<file path="src/rtl/fetch_unit.sv">
//------------------------------------------------------------------------------
// fetch_unit : instruction fetch stage with PC, instruction register and
//              return-address stack.
// Revision   : 1.0
//------------------------------------------------------------------------------
`default_nettype none

module fetch_unit #(
    parameter int unsigned ADDR_W    = 10,
    parameter int unsigned INSTR_W   = 14,
    parameter int unsigned RESET_PC  = 0,
    parameter int unsigned RAS_DEPTH = 4
) (
    input  logic               clk,
    input  logic               rst_n,
    output logic [ADDR_W-1:0]  rom_addr,
    input  logic [INSTR_W-1:0] rom_data,
    input  logic               stall,
    input  logic               jump_valid,
    input  logic [ADDR_W-1:0]  jump_target,
    input  logic               jump_call,
    input  logic               ret_valid,
    input  logic               halt,
    output logic [INSTR_W-1:0] ir,
    output logic [ADDR_W-1:0]  ir_pc,
    output logic               ir_valid,
    output logic               halted,
    output logic               ras_overflow,
    output logic               ras_underflow
);

    localparam int unsigned SP_W = $clog2(RAS_DEPTH);

    localparam logic [ADDR_W-1:0] c_reset_pc = ADDR_W'(RESET_PC);
    localparam logic [ADDR_W-1:0] c_pc_one   = ADDR_W'(1);
    localparam logic [SP_W-1:0]   c_sp_one   = SP_W'(1);
    localparam logic [SP_W:0]     c_cnt_one  = (SP_W + 1)'(1);
    localparam logic [SP_W:0]     c_ras_full = (SP_W + 1)'(RAS_DEPTH);

    typedef enum logic [0:0] {
        ST_RUN  = 1'b0,
        ST_HALT = 1'b1
    } state_t;

    state_t            r_state;
    logic [ADDR_W-1:0] r_pc;
    logic [SP_W-1:0]   r_sp;      // next write slot; top of stack is r_sp-1
    logic [SP_W:0]     r_count;
    logic [ADDR_W-1:0] r_ras [RAS_DEPTH];

    logic [SP_W-1:0]   w_top_idx;
    logic [ADDR_W-1:0] w_ret_addr;

    assign rom_addr   = r_pc;
    assign halted     = (r_state == ST_HALT);
    assign w_top_idx  = r_sp - c_sp_one;
    assign w_ret_addr = ir_pc + c_pc_one;

    always_ff @(posedge clk or negedge rst_n) begin
        if (!rst_n) begin
            r_state       <= ST_RUN;
            r_pc          <= c_reset_pc;
            r_sp          <= '0;
            r_count       <= '0;
            ir            <= '0;
            ir_pc         <= '0;
            ir_valid      <= 1'b0;
            ras_overflow  <= 1'b0;
            ras_underflow <= 1'b0;
            for (int i = 0; i < RAS_DEPTH; i++) begin
                r_ras[i] <= '0;
            end
        end else begin
            case (r_state)
                ST_RUN: begin
                    if (halt) begin
                        r_state  <= ST_HALT;
                        ir_valid <= 1'b0;
                    end else if (jump_valid) begin
                        r_pc     <= jump_target;
                        ir_valid <= 1'b0;
                        if (jump_call) begin
                            // Circular storage: when full, the write slot is the oldest entry.
                            r_ras[r_sp] <= w_ret_addr;
                            r_sp        <= r_sp + c_sp_one;
                            if (r_count == c_ras_full) begin
                                ras_overflow <= 1'b1;
                            end else begin
                                r_count <= r_count + c_cnt_one;
                            end
                        end
                    end else if (ret_valid) begin
                        ir_valid <= 1'b0;
                        if (r_count == '0) begin
                            r_pc          <= c_reset_pc;
                            ras_underflow <= 1'b1;
                        end else begin
                            r_pc    <= r_ras[w_top_idx];
                            r_sp    <= w_top_idx;
                            r_count <= r_count - c_cnt_one;
                        end
                    end else if (!stall) begin
                        ir       <= rom_data;
                        ir_pc    <= r_pc;
                        ir_valid <= 1'b1;
                        r_pc     <= r_pc + c_pc_one;
                    end
                end
                ST_HALT: begin
                    r_state <= ST_HALT;
                end
                default: begin
                    r_state <= ST_HALT;
                end
            endcase
        end
    end

endmodule

`default_nettype wire

</file>
<file path="config.mk">
export PLATFORM = sky130hd
export DESIGN_NAME = fetch_unit
export DESIGN_NICKNAME = d
export VERILOG_FILES = /design/src/rtl/fetch_unit.sv
export SDC_FILE = /design/constraint.sdc
export NUM_CORES = 1
export LEC_CHECK = 0
export BUFFER_PORTS_ARGS = -buffer_cell sky130_fd_sc_hd__buf_2
export CAP_MARGIN = 20
export CELL_PAD_IN_SITES_DETAIL_PLACEMENT = 0
export CELL_PAD_IN_SITES_GLOBAL_PLACEMENT = 1
export CORE_ASPECT_RATIO = 0.75
export CORE_UTILIZATION = 45
export DETAILED_ROUTE_END_ITERATION = 8
export GPL_ROUTABILITY_DRIVEN = 0
export PLACE_DENSITY = 0.77
export SKIP_LAST_GASP = 1
export SYNTH_ARGS = -nofsm -noshare
export SYNTH_HDL_FRONTEND = slang
export SYNTH_SLANG_ARGS = --single-unit
</file>
<file path="constraint.sdc">
create_clock -name clk -period 7.1 [get_ports clk]
set_clock_uncertainty 0.15 [all_clocks]
set_input_delay 1.42 -clock clk [delete_from_list [all_inputs] [get_ports clk]]
set_output_delay 1.42 -clock clk [all_outputs]
set_load 0.02 [all_outputs]
</file>
==> results by group <==
Run status
  • Outcome: finished, final reports clean

Yosys
  • Syn_area_per_cell: 11.5 um2
  • Commonest register cell after synthesis: dfrtp_1
  • Cell Area, Synth: 3910 um2
  • Mapped Cells: 339
  • Synth cell types: 47
  • Synth warnings: 0
  • Post-synth ARST share: 1.00
  • FF+latch count, synth: 83
  • Post-synth EDFFs: 0
  • Post-Syn Nets: 377
  • Post-synthesis sequential area ratio: 0.531

STA
  • Final setup fails: 0
  • Final setup TNS: 0 ns
  • Worst Slack Setup Final: 4.22 ns
  • Max_slew headroom: 0.502
  • Final min period: 2.88 ns
  • Fmax: 0.348 GHz
  • RSZ-0062 raised after global routing: no
  • Tightest Pin Transition: 0.747 ns
  • Final period util: 0.405
  • Slew Limit Fails: 0
  • Final Hold Viols: 0

Pwr
  • Sw Ratio: 0.252
  • Total Power: 1.06 mW
  • Logic pwr share: 0.083
  • Psw: 267 uW
  • Int Pwr: 795 uW
  • Clock power share: 0.438
  • Worst vdd ir: 0.000141 V
  • Sequential share of power: 0.480
  • PwrDens: 228 nW/um2
  • Pleak: 2.26 nW

Place
  • Pre-CTS WS: 3.43 ns
  • Placed cell count: 503
  • Dpl hpwl: 6310 um
  • Buffers on Ports: 68

Cells and area
  • Final Core Density: 0.550
  • Layout Nets: 446
  • Layout cell share with drive strength beyond 1: 0.257
  • Antenna diodes: 0
  • Filler cells: 761
  • Reg area: 2080 um2
  • Final cell count without fillers: 521
  • Multi-input gate area: 1730 um2
  • Area delta synth->final: 19.0%

CTS
  • Clock Latency Late Sink: 0.34 ns
  • Htree depth: 3
  • CTS buffer count: 9
  • Hold Buf Count CTS: 0
  • Max clock buf depth: 2
  • Clk slew on worst S/H paths: 0.06 ns
  • Postcts setup bufs: 0
  • Clk root buf: clkbuf_16
  • Clk sinks: 83
  • Post_cts resized: 0
  • TritonCTS clock tree: yes

Worst hold path
  • Hold Path Class: flop to flop

Drt
  • Total wire length: 9240 um
  • Drt pass-1 iters: 5
  • DR vias/cell: 5.61
  • Drt initial violations: 168
  • Wire per inst: 17.7 um
  • Via Count: 2925
  • Remaining antenna violation count: 0
  • Drt drc: 0

Floorplanning
  • Chip width: 110 um
  • Io pins: 69
  • Initial Utilization: 0.462
  • Die height: 82.7 um
  • Core area: 8450 um2
  • Row Count: 29
  • Die area: 9070 um2

Setup path
  • CP Class: flop to flop
  • Worst EP arrival: 2.94 ns
  • Critical Path Start Type: flop
  • Crit-path cells: inv_1, ha_1, mux4_1, and3_1, a221oi_1, o2bb2ai_1
  • Delay-heaviest family, CP: flip-flops
  • Crit. End Element: flop
  • Peak per-stage delay on the critical path: 0.82 ns
  • CP Buf/Inv Count: 1
  • Crit path max fanout: 14
  • Worst endpoint required time: 7.16 ns
  • Worst reg-to-reg setup slack: 4.22 ns
  • Critical path's slowest cell: dfrtp_1

Global routing
  • Gr ovfl total: 0
  • Largest net degree at the start of global routing: 84
  • GR Util met2: 0.318
  • Busiest grt layer: met2
  • GRT Overall Usage: 0.218
  • Grt met3 use: 0.0612
  • First-pass GRT wire length: 14200 um
  • Initial antenna violation count: 0
  • Number of global-route vias before repair: 2622
  • Global-route track usage on met1: 0.313

Job
  • Max cap viols: 0
==> synthesized netlist by cell type (2+ instances only) <==
library cell	n	area share
a211oi_1	2	0.0038
a21oi_1	7	0.0090
a221oi_1	3	0.0067
a22oi_1	4	0.0077
and3_1	3	0.0048
buf_2	7	0.0090
buf_6	3	0.0086
clkbuf_1	3	0.0029
dfrtp_1	83	0.53
ha_1	6	0.019
inv_1	5	0.0048
mux2_1	18	0.052
mux2_2	10	0.029
mux4_1	8	0.054
mux4_2	2	0.012
nand2_1	50	0.048
nand2_2	4	0.0064
nand3_1	8	0.010
nor2_1	13	0.012
nor3_1	6	0.0077
nor4_1	2	0.0032
o211ai_1	2	0.0038
o21a_1	2	0.0038
o21ai_0	49	0.063
o2bb2ai_1	2	0.0045
o31ai_1	3	0.0058
xnor2_1	12	0.027
xor2_1	3	0.0067
==> power groups by stage <==
stage / Combinational, mW / Sequential (mW) / Clock (mW)
after floorplan: 0.0397 / 0.521 / 0
after global placement: 0.0856 / 0.518 / 0
after detailed placement: 0.0867 / 0.518 / 0
after CTS: 0.0870 / 0.509 / 0.476
after global routing: 0.0973 / 0.512 / 0.494
final: 0.0880 / 0.510 / 0.465
==> cell type report <==
cell class,count,area share
Sequential cell,83,0.447
Multi-Input combinational cell,237,0.372
Timing Repair Buffer,71,0.0845
Clock buffer,10,0.0492
Tap cell,108,0.0291
Clock inverter,6,0.0137
Inverter,6,0.00484
==> worst reg2reg max path, stage by stage, from the launching register on <==
cell and delay, ns:
dfrtp_1 0.82, inv_1 0.15, ha_1 0.67, mux4_1 0.42
and3_1 0.23, a221oi_1 0.21, o2bb2ai_1 0.10
==> state kept, by name (all words and copies together) (netlist names) <==
| name | flops |
|---|---|
| r_sp | 2 |
| ir_valid | 1 |
| rom_addr | 10 |
| r_count | 3 |
| halted | 1 |
| ras_underflow | 1 |
| ir_pc | 10 |
| r_ras | 40 |
| ras_overflow | 1 |
| ir | 14 |
==> metal layers <==
| metal | vias to the layer above | part of all wire |
|---|---|---|
| li1 | 1369 | - |
| met1 | 1426 | 0.48 |
| met2 | 119 | 0.43 |
| met3 | 11 | 0.082 |
| met4 | 0 | 0.0090 |
| met5 | - | 0 |
==> layout by cell type (no fill, tap or decap), types with 6 or more instances in the layout <==
| cell type | netlist | final |
|---|---|---|
| mux2_2 | 10 | 10 |
| nand2_1 | 50 | 50 |
| o21ai_0 | 49 | 49 |
| mux4_1 | 8 | 8 |
| nand3_1 | 8 | 8 |
| nor3_1 | 6 | 6 |
| ha_1 | 6 | 6 |
| dfrtp_1 | 83 | 83 |
| mux2_1 | 18 | 18 |
| nor2_1 | 13 | 13 |
| clkbuf_16 | 0 | 9 |
| buf_2 | 7 | 67 |
| xnor2_1 | 12 | 12 |
| a21oi_1 | 7 | 7 |
==> logic make-up after synthesis <==
family	after synthesis	share of synthesized area
AO/OA/AOI/OAI	84	0.130
XOR/XNOR	15	0.0336
adder cells (fa/ha/maj)	7	0.0243
buffers and inverters	19	0.0262
flip-flops	83	0.531
multiplexers	38	0.146
AND/OR/NAND/NOR	93	0.108
==> path summary, 6_finish.rpt <==
check | from | to | cells past startpoint
worst max-delay path | r_sp[0] | rom_addr[9] | 6
worst min-delay path | ras_overflow | ras_overflow | 1
worst max register to register | r_sp[0] | rom_addr[9] | 6
worst min register to register | ras_overflow | ras_overflow | 1
max in group asynchronous | rst_n | rom_addr[1] | 2
min in group asynchronous | rst_n | ras_underflow | 1
==> metrics by stage <==
step / cell area (um2) / hold WS [ns]
after floorplan: 3910 / 0.292
after global placement: 4310 / 0.300
after detailed placement: 4310 / 0.301
after CTS: 4610 / 0.322
after global routing: 4650 / 0.324
final: 4650 / 0.316
Power figures use the tool's default switching activity.
